--- src/rtl/controle_turno_tiro.sv ---
// controle_turno_tiro: naval-battle turn/shot controller with key edge detection, PvP/CPU turns and winner detection
module controle_turno_tiro #(
  parameter int COORD_W   = 4,
  parameter int BOARD_MAX = 9,
  parameter int PECAS_W   = 4
) (
  input  logic                 clk,
  input  logic                 reset,
  input  logic                 enable,
  input  logic                 select_n,
  input  logic                 enter_n,
  input  logic                 mode,
  input  logic [2*COORD_W-1:0] posicao_rnd,
  input  logic                 acertou_tiro,
  input  logic [PECAS_W-1:0]   qtd_P1,
  input  logic [PECAS_W-1:0]   qtd_P2,
  output logic                 ready,
  output logic [COORD_W-1:0]   coord_tiroX,
  output logic [COORD_W-1:0]   coord_tiroY,
  output logic                 tiro_valid,
  output logic                 jogador,
  output logic [1:0]           vencedor,
  output logic [7:0]           LEDR,
  output logic [7:0]           LEDG
);
  typedef enum logic [2:0] {IDLE, SEL_X, SEL_Y, SHOOT, CHECK, RESULT, FIM} state_t;
  localparam logic [COORD_W-1:0] MAXC = COORD_W'(BOARD_MAX);
  localparam logic [COORD_W-1:0] SPAN = COORD_W'(BOARD_MAX + 1);
  localparam logic [COORD_W-1:0] ONE  = COORD_W'(1);
  state_t state, state_n;
  logic sel_q, ent_q, sel_ev, ent_ev, jog, jog_n, hit, hit_n, cpu, opp_zero;
  logic [COORD_W-1:0] x, y, x_n, y_n, rnd_x, rnd_y, raw_x, raw_y;
  logic [1:0] venc, venc_n;
  assign raw_x = posicao_rnd[COORD_W-1:0];
  assign raw_y = posicao_rnd[2*COORD_W-1:COORD_W];
  // Out-of-board random fields fold back onto the board by one board width
  assign rnd_x = raw_x > MAXC ? raw_x - SPAN : raw_x;
  assign rnd_y = raw_y > MAXC ? raw_y - SPAN : raw_y;
  assign cpu = !mode && jog;
  assign opp_zero = jog ? qtd_P1 == '0 : qtd_P2 == '0;
  always_ff @(posedge clk) begin
    if (reset) begin
      state  <= IDLE;
      x      <= '0;
      y      <= '0;
      jog    <= 1'b0;
      hit    <= 1'b0;
      venc   <= 2'b00;
      sel_q  <= 1'b1;
      ent_q  <= 1'b1;
      sel_ev <= 1'b0;
      ent_ev <= 1'b0;
    end else begin
      state  <= state_n;
      x      <= x_n;
      y      <= y_n;
      jog    <= jog_n;
      hit    <= hit_n;
      venc   <= venc_n;
      sel_q  <= select_n;
      ent_q  <= enter_n;
      sel_ev <= enable && sel_q && !select_n;
      ent_ev <= enable && ent_q && !enter_n;
    end
  end
  always_comb begin
    state_n = state;
    x_n     = x;
    y_n     = y;
    jog_n   = jog;
    hit_n   = hit;
    venc_n  = venc;
    if (enable)
      case (state)
        IDLE: state_n = SEL_X;
        SEL_X:
          if (cpu) begin
            x_n     = rnd_x;
            y_n     = rnd_y;
            state_n = SHOOT;
          end else if (ent_ev) state_n = SEL_Y;
          else if (sel_ev) x_n = x == MAXC ? '0 : x + ONE;
        SEL_Y:
          if (ent_ev) state_n = SHOOT;
          else if (sel_ev) y_n = y == MAXC ? '0 : y + ONE;
        SHOOT: state_n = CHECK;
        CHECK: begin
          hit_n   = acertou_tiro;
          state_n = RESULT;
        end
        RESULT:
          if (ent_ev && opp_zero) begin
            venc_n  = jog ? 2'b10 : 2'b01;
            state_n = FIM;
          end else if (ent_ev) begin
            jog_n   = hit ? jog : !jog;
            x_n     = '0;
            y_n     = '0;
            state_n = SEL_X;
          end
        default: ;
      endcase
  end
  always_comb begin
    ready      = state == RESULT;
    tiro_valid = enable && state == SHOOT;
    LEDR       = state == RESULT ? {8{!hit}} : state == FIM ? {8{venc[1]}} : 8'h00;
    LEDG       = state == RESULT ? {8{hit}} : state == FIM ? {8{venc[0]}} :
                 {6'b0, state == SEL_Y, state == SEL_X};
  end
  assign coord_tiroX = x;
  assign coord_tiroY = y;
  assign jogador     = jog;
  assign vencedor    = venc;
endmodule

--- config.mk ---
export PLATFORM = sky130hd
export DESIGN_NAME = controle_turno_tiro
export DESIGN_NICKNAME = d
export VERILOG_FILES = /design/src/rtl/controle_turno_tiro.sv
export SDC_FILE = /design/constraint.sdc
export NUM_CORES = 1
export LEC_CHECK = 0
export ABC_AREA = 1
export CELL_PAD_IN_SITES_DETAIL_PLACEMENT = 1
export CELL_PAD_IN_SITES_GLOBAL_PLACEMENT = 1
export CORE_MARGIN = 3
export CORE_UTILIZATION = 30
export CTS_CLUSTER_SIZE = 16
export DETAILED_ROUTE_END_ITERATION = 8
export PLACE_DENSITY_LB_ADDON = 0.1
export SLEW_MARGIN = 0
export SYNTH_ARGS = -nofsm -noshare
export SYNTH_HDL_FRONTEND = slang
export SYNTH_SLANG_ARGS = --single-unit
export TNS_END_PERCENT = 5
--- constraint.sdc ---
create_clock -name clk -period 2.2 [get_ports clk]
set_clock_uncertainty 0.05 [all_clocks]
set_input_delay 0.44 -clock clk [delete_from_list [all_inputs] [get_ports clk]]
set_output_delay 0.44 -clock clk [all_outputs]
set_load 0.01 [all_outputs]
# After elaboration in Yosys (flattened, before gate mapping)
# Index checks and enable logic that the tools add are counted.
# Widths: inputs -> output; s select.
dict set report word_totals {
  register_bits 19
  in_bits 23
  out_inout_bits 29
  word_cells 86
}
dict set report classes {
  addsub 4
  order_cmp 2
  n_eq_ne 18
  muxes 26
  bitwise 2
  n_reduce_logical 24
}
# cell count
set ops {}
lappend ops {{$mux 4} 12}
lappend ops {{$mux 8} 4}
lappend ops {{$pmux 3 s6} 1}
lappend ops {{$mux 3} 5}
lappend ops {{$pmux 4 s3} 1}
lappend ops {{$ne 2x2->1 const B} 5}
lappend ops {{$reduce_and 5->1} 2}
lappend ops {{$eq 3x3->1 const B} 3}
lappend ops {{$ne 3x3->1 const B} 3}
lappend ops {{$add 4x1->4 const B} 2}
lappend ops {{$eq 4x4->1 const B} 2}
lappend ops {{$gt 4x4->1 const B} 2}
lappend ops {{$logic_not 4->1} 2}
lappend ops {{$pmux 4 s2} 1}
lappend ops {{$sub 4x4->4 const B} 2}
lappend ops {{$logic_and 1x1->1} 7}
lappend ops {{$reduce_and 7->1} 1}
lappend ops {{$eq 3x2->1 const B} 2}
lappend ops {{$reduce_and 6->1} 1}
lappend ops {{$reduce_bool 6->1} 1}
lappend ops {{$logic_not 1->1} 5}
lappend ops {{$eq 3x1->1 const B} 1}
lappend ops {{$logic_not 3->1} 1}
lappend ops {{$ne 3x1->1 const B} 1}
lappend ops {{8 further kinds} 9}

# Depth between registers and ports, before layout
dict set report logic_depth {
  word_depth 6
  ltp_mapped 10
  mapped_depth_nobuf 10
}

# Worst setup path after synthesis
# OpenSTA, ideal clock, no wires.
dict set report synth_path {
  kind {register to output}
  start {reg state[1]}
  end {out LEDR[1]}
  arrival_ns 1.548
  t_required_ns 1.710
  setup_slack_ns 0.162
  path_stages_with_launch 4
  path_buffers 1
  cell_sequence {dfxtp_1 > nand2_1 > o32ai_1 > buf_4}
}
dict set report synth_via {
  elab_chain_cells 3
  word_cells_on_any_way 4
  classes_between {2 x eq/ne; 2 x mux}
}
# item line_no
set synth_lines {}
lappend synth_lines {{from (decl)} 30} ;# state_t state, state_n;
lappend synth_lines {{from (signal assigned)} 54} ;# state <= state_n;
lappend synth_lines {{$eq 3x3->1} 107} ;# LEDR = state == RESULT ? {8{!hit}} : state == FIM ? {8{venc[1]}} : 8'h00;
lappend synth_lines {{$mux 8} 107}
lappend synth_lines {{$mux 8 *} 107}
lappend synth_lines {{to (decl)} 23} ;# output logic [7:0] LEDR,
# Every way passes the cells marked *; elsewhere a longest branch is shown, timed or not.

# Worst setup path after layout
dict set report layout_path {
  start {reg state[1]}
  end {out ready}
}
dict set report layout_via {
  elab_chain_cells 1
}
# item line_no
set layout_lines {}
lappend layout_lines {{$eq 3x3->1} 105} ;# ready = state == RESULT;
lappend layout_lines {{to (decl)} 17} ;# output logic ready,
# Every way passes these cells.

==> metrics.md <==
| Metric | Value |
|---|---|
| Clock Latency Late Sink | 0.26 ns |
| Most frequent cells in the layout | 51 x nand2_1, 35 x clkdlybuf4s50_1, 26 x inv_1, 19 x nor2_1, 18 x nand3_1 |
| H-tree depth | 1 |
| Reg-to-Reg End | state[0]$_SDFFE_PP0P_ |
| RSZ-0062 raised after global routing | no |
| Area contributors post-synth | dfxtp_1 26%, nand2_1 13%, inv_1 6.7%, nand3_1 6.2%, buf_4 6.2% |
| Area Growth Syn to Fin | 42.9% |
| Share of cells above drive strength 1 | 14.3% |
| Arr. time, crit path | 1.65 ns |
| Vias/cell | 4.79 |
| Number of global-route vias before repair | 1504 |
| Core Box Area | 0.00450 mm^2 |
| Synth unique cells | 31 |
| Core Rows | 24 |
| First-pass GRT wire length | 6860 um |
| Final slew viol count | 0 |
| Total design power | 0.845 mW |
| Crit path time final | 2.14 ns |
| Clock Tree Buf Depth | 2 |
| Detailed placer's ending HPWL | 3420 um |
| Wire length on met3 | 165 um |
| Highest routed layer | met4 |
| Clock root buffer | clkbuf_8 |
| Synth Net Count | 248 |
| Final #Nets | 302 |
| Initial antenna violation count | 0 |
| Via Count | 1551 |
| Die W | 75.5 um |
| CP Launch Type | register |
| Worst min-delay path endpoint | ent_ev$_SDFF_PP0_ |
| Antenna Cells | 0 |
| Setup repair bufs after CTS | 0 |
| Power per cell area | 408 mW/mm^2 |
| VDD IR max | 0.369 mV |
| Syn Area/Cell | 6.62 um^2 |
| Maximum net fanout on the critical path | 7 |
| # IOs | 52 |
| Crit share post-route | 97.1% |
| Status | completed |
| Die Ht | 75.5 um |
| Origin of the critical flop-to-flop path | state[1]$_SDFFE_PP0P_ |
| Leakage power | 1.02 nW |
| Total track usage | 15.7% |
| Initial core utilization | 32.2% |
| Worst hold start | ent_q$_SDFF_PP1_ |
| Hold Fails Final Rpt | 0 |
| Crit Path Category | reg -> out |
| Met2 wire length | 1940 um |
| Seq/Total Area, Yosys | 26.3% |
| Post-Syn Instances | 219 |
| Register-to-register setup slack | 0.60 ns |
| Largest net degree at the start of global routing | 12 |
| FF+latch count, synth | 19 |
| Synthesis Warnings | 0 |
| Critical path required time | 1.71 ns |
| Clk slew on worst S/H paths | 0.07 ns |
| Routed wire length | 4060 um |
| Worst-Margin Slew | 0.362 ns |
| CTS tree | done |
| PortBufs | 51 |
| Commonest non-fill, non-tap cell in the layout | nand2_1 |
| Fin area | 0.00207 mm^2 |
| Final setup viols | 0 |
| Cell area after synthesis | 0.00145 mm^2 |
| RePlAce Congestion | 0.778 |
| Clock Sinks | 19 |
| Die area | 0.00570 mm^2 |
| DRC | 0 |
| Area share of the largest cell type after synthesis | 26.3% |
| Met1 WL | 1890 um |
| DRT antenna net count | 0 |
| Fmax achieved | 468 MHz |
| Wire per inst | 12.5 um |
| Pre-antenna DRT Iters | 4 |
| GRT overflow | 0 |
| # hold bufs at CTS | 0 |
| Worst hold stages | 2 |
| DRT iter0 DRCs | 35 |
| Hold/Removal Path Class | reg -> reg |
| Area leader, netlist | dfxtp_1 |
| # Max-Cap Violations | 0 |
| Num CTS Buffers | 3 |
| Slew HR | 75.8% |
| R2R depth | 8 |
| Crit. End Element | output pin |
| Cell Area, Placed | 0.00201 mm^2 |
per-layer routing:
layer | vias to the layer above | GRT usage (%)
met5 | - | 0
met4 | 0 | 4.66
met3 | 4 | 3.30
met2 | 33 | 27.3
met1 | 697 | 19.5
li1 | 817 | -
sequential cells by signal (all words and copies together) (netlist names):
| register | count |
|---|---|
| vencedor | 2 |
| state | 3 |
| hit | 1 |
| coord_tiroY | 4 |
| ent_ev | 1 |
| coord_tiroX | 4 |
| ent_q | 1 |
| sel_q | 1 |
| sel_ev | 1 |
| jogador | 1 |
through the flow:
step	instances	setup TNS (ns)	hold WS, ns	util, %	setup slack, ns
after floorplan	219	0	0.356	-	0.162
after global placement	320	0	0.361	44.7	0.121
after detailed placement	320	0	0.370	44.7	0.0831
after CTS	324	-0.00569	0.382	45.7	-0.00569
after global routing	324	0	0.397	46.0	0.00159
final	324	0	0.376	46.0	0.0637
synth_stat cells, drive strengths merged:
library cell  count
a21oi            18
a22o              1
a31oi             1
buf              12
clkbuf            1
dfxtp            19
ha                6
inv              30
nand2            55
nand3            21
nand3b            1
nand4             7
nor2             24
nor3              2
o211ai            1
o21ai            12
o21bai            2
o22ai             2
o32ai             1
or2               2
xnor2             1
worst max-delay path: stages (launching register included):
cell and delay, ns:
dfxtp_4 0.37, inv_2 0.07, nand2_2 0.10, nor2_8 0.10
buf_4 0.18, clkdlybuf4s50_1 0.56
report_power, final:
part | switching (mW) | internal (mW) | leakage, nW
registers | 0.0202 | 0.357 | 0.157
clock network | 0.131 | 0.126 | 0.0255
logic | 0.105 | 0.105 | 0.843
total | 0.257 | 0.588 | 1.02
cells by family (layout without fill, tap and decap cells):
kind of cell / count (synthesis) / in the layout / share of synthesized area, %
simple gates: 112 / 112 / 37.7
fa+ha+maj: 6 / 6 / 5.18
buf+inv: 43 / 96 / 14.2
flops: 19 / 19 / 26.3
compound gates: 38 / 38 / 16.0
xor+xnor: 1 / 1 / 0.605
repair_timing:
action                     in CTS  in global routing
setup endpoints to repair      18                  3
gates resized for setup        20                  5
hold endpoints to repair        0                  0
layout make-up:
| class | instances | area [um^2] |
|---|---|---|
| fillers | 589 | 2430 |
| multi-input cells | 157 | 875 |
| repair buffers | 62 | 581 |
| flip-flops and latches | 19 | 392 |
| inverters | 30 | 113 |
| well taps | 52 | 65.1 |
| clock buffers | 3 | 41.3 |
| clock inverters | 1 | 5.00 |
worst max path at each step:
stage	start	to	slack, ns	depth (start not counted)
6_report	state[1]$_SDFFE_PP0P_	ready	0.06	5
5_1_grt	state[1]$_SDFFE_PP0P_	ready	0.002	5
4_1_cts	state[1]$_SDFFE_PP0P_	tiro_valid	-0.006	5
3_5_place_dp	state[1]$_SDFFE_PP0P_	LEDR[5]	0.08	4
3_3_place_gp	enable	tiro_valid	0.12	4
2_1_floorplan	state[1]$_SDFFE_PP0P_	LEDR[1]	0.16	3
Note: power is estimated with default switching activity, not from simulation.
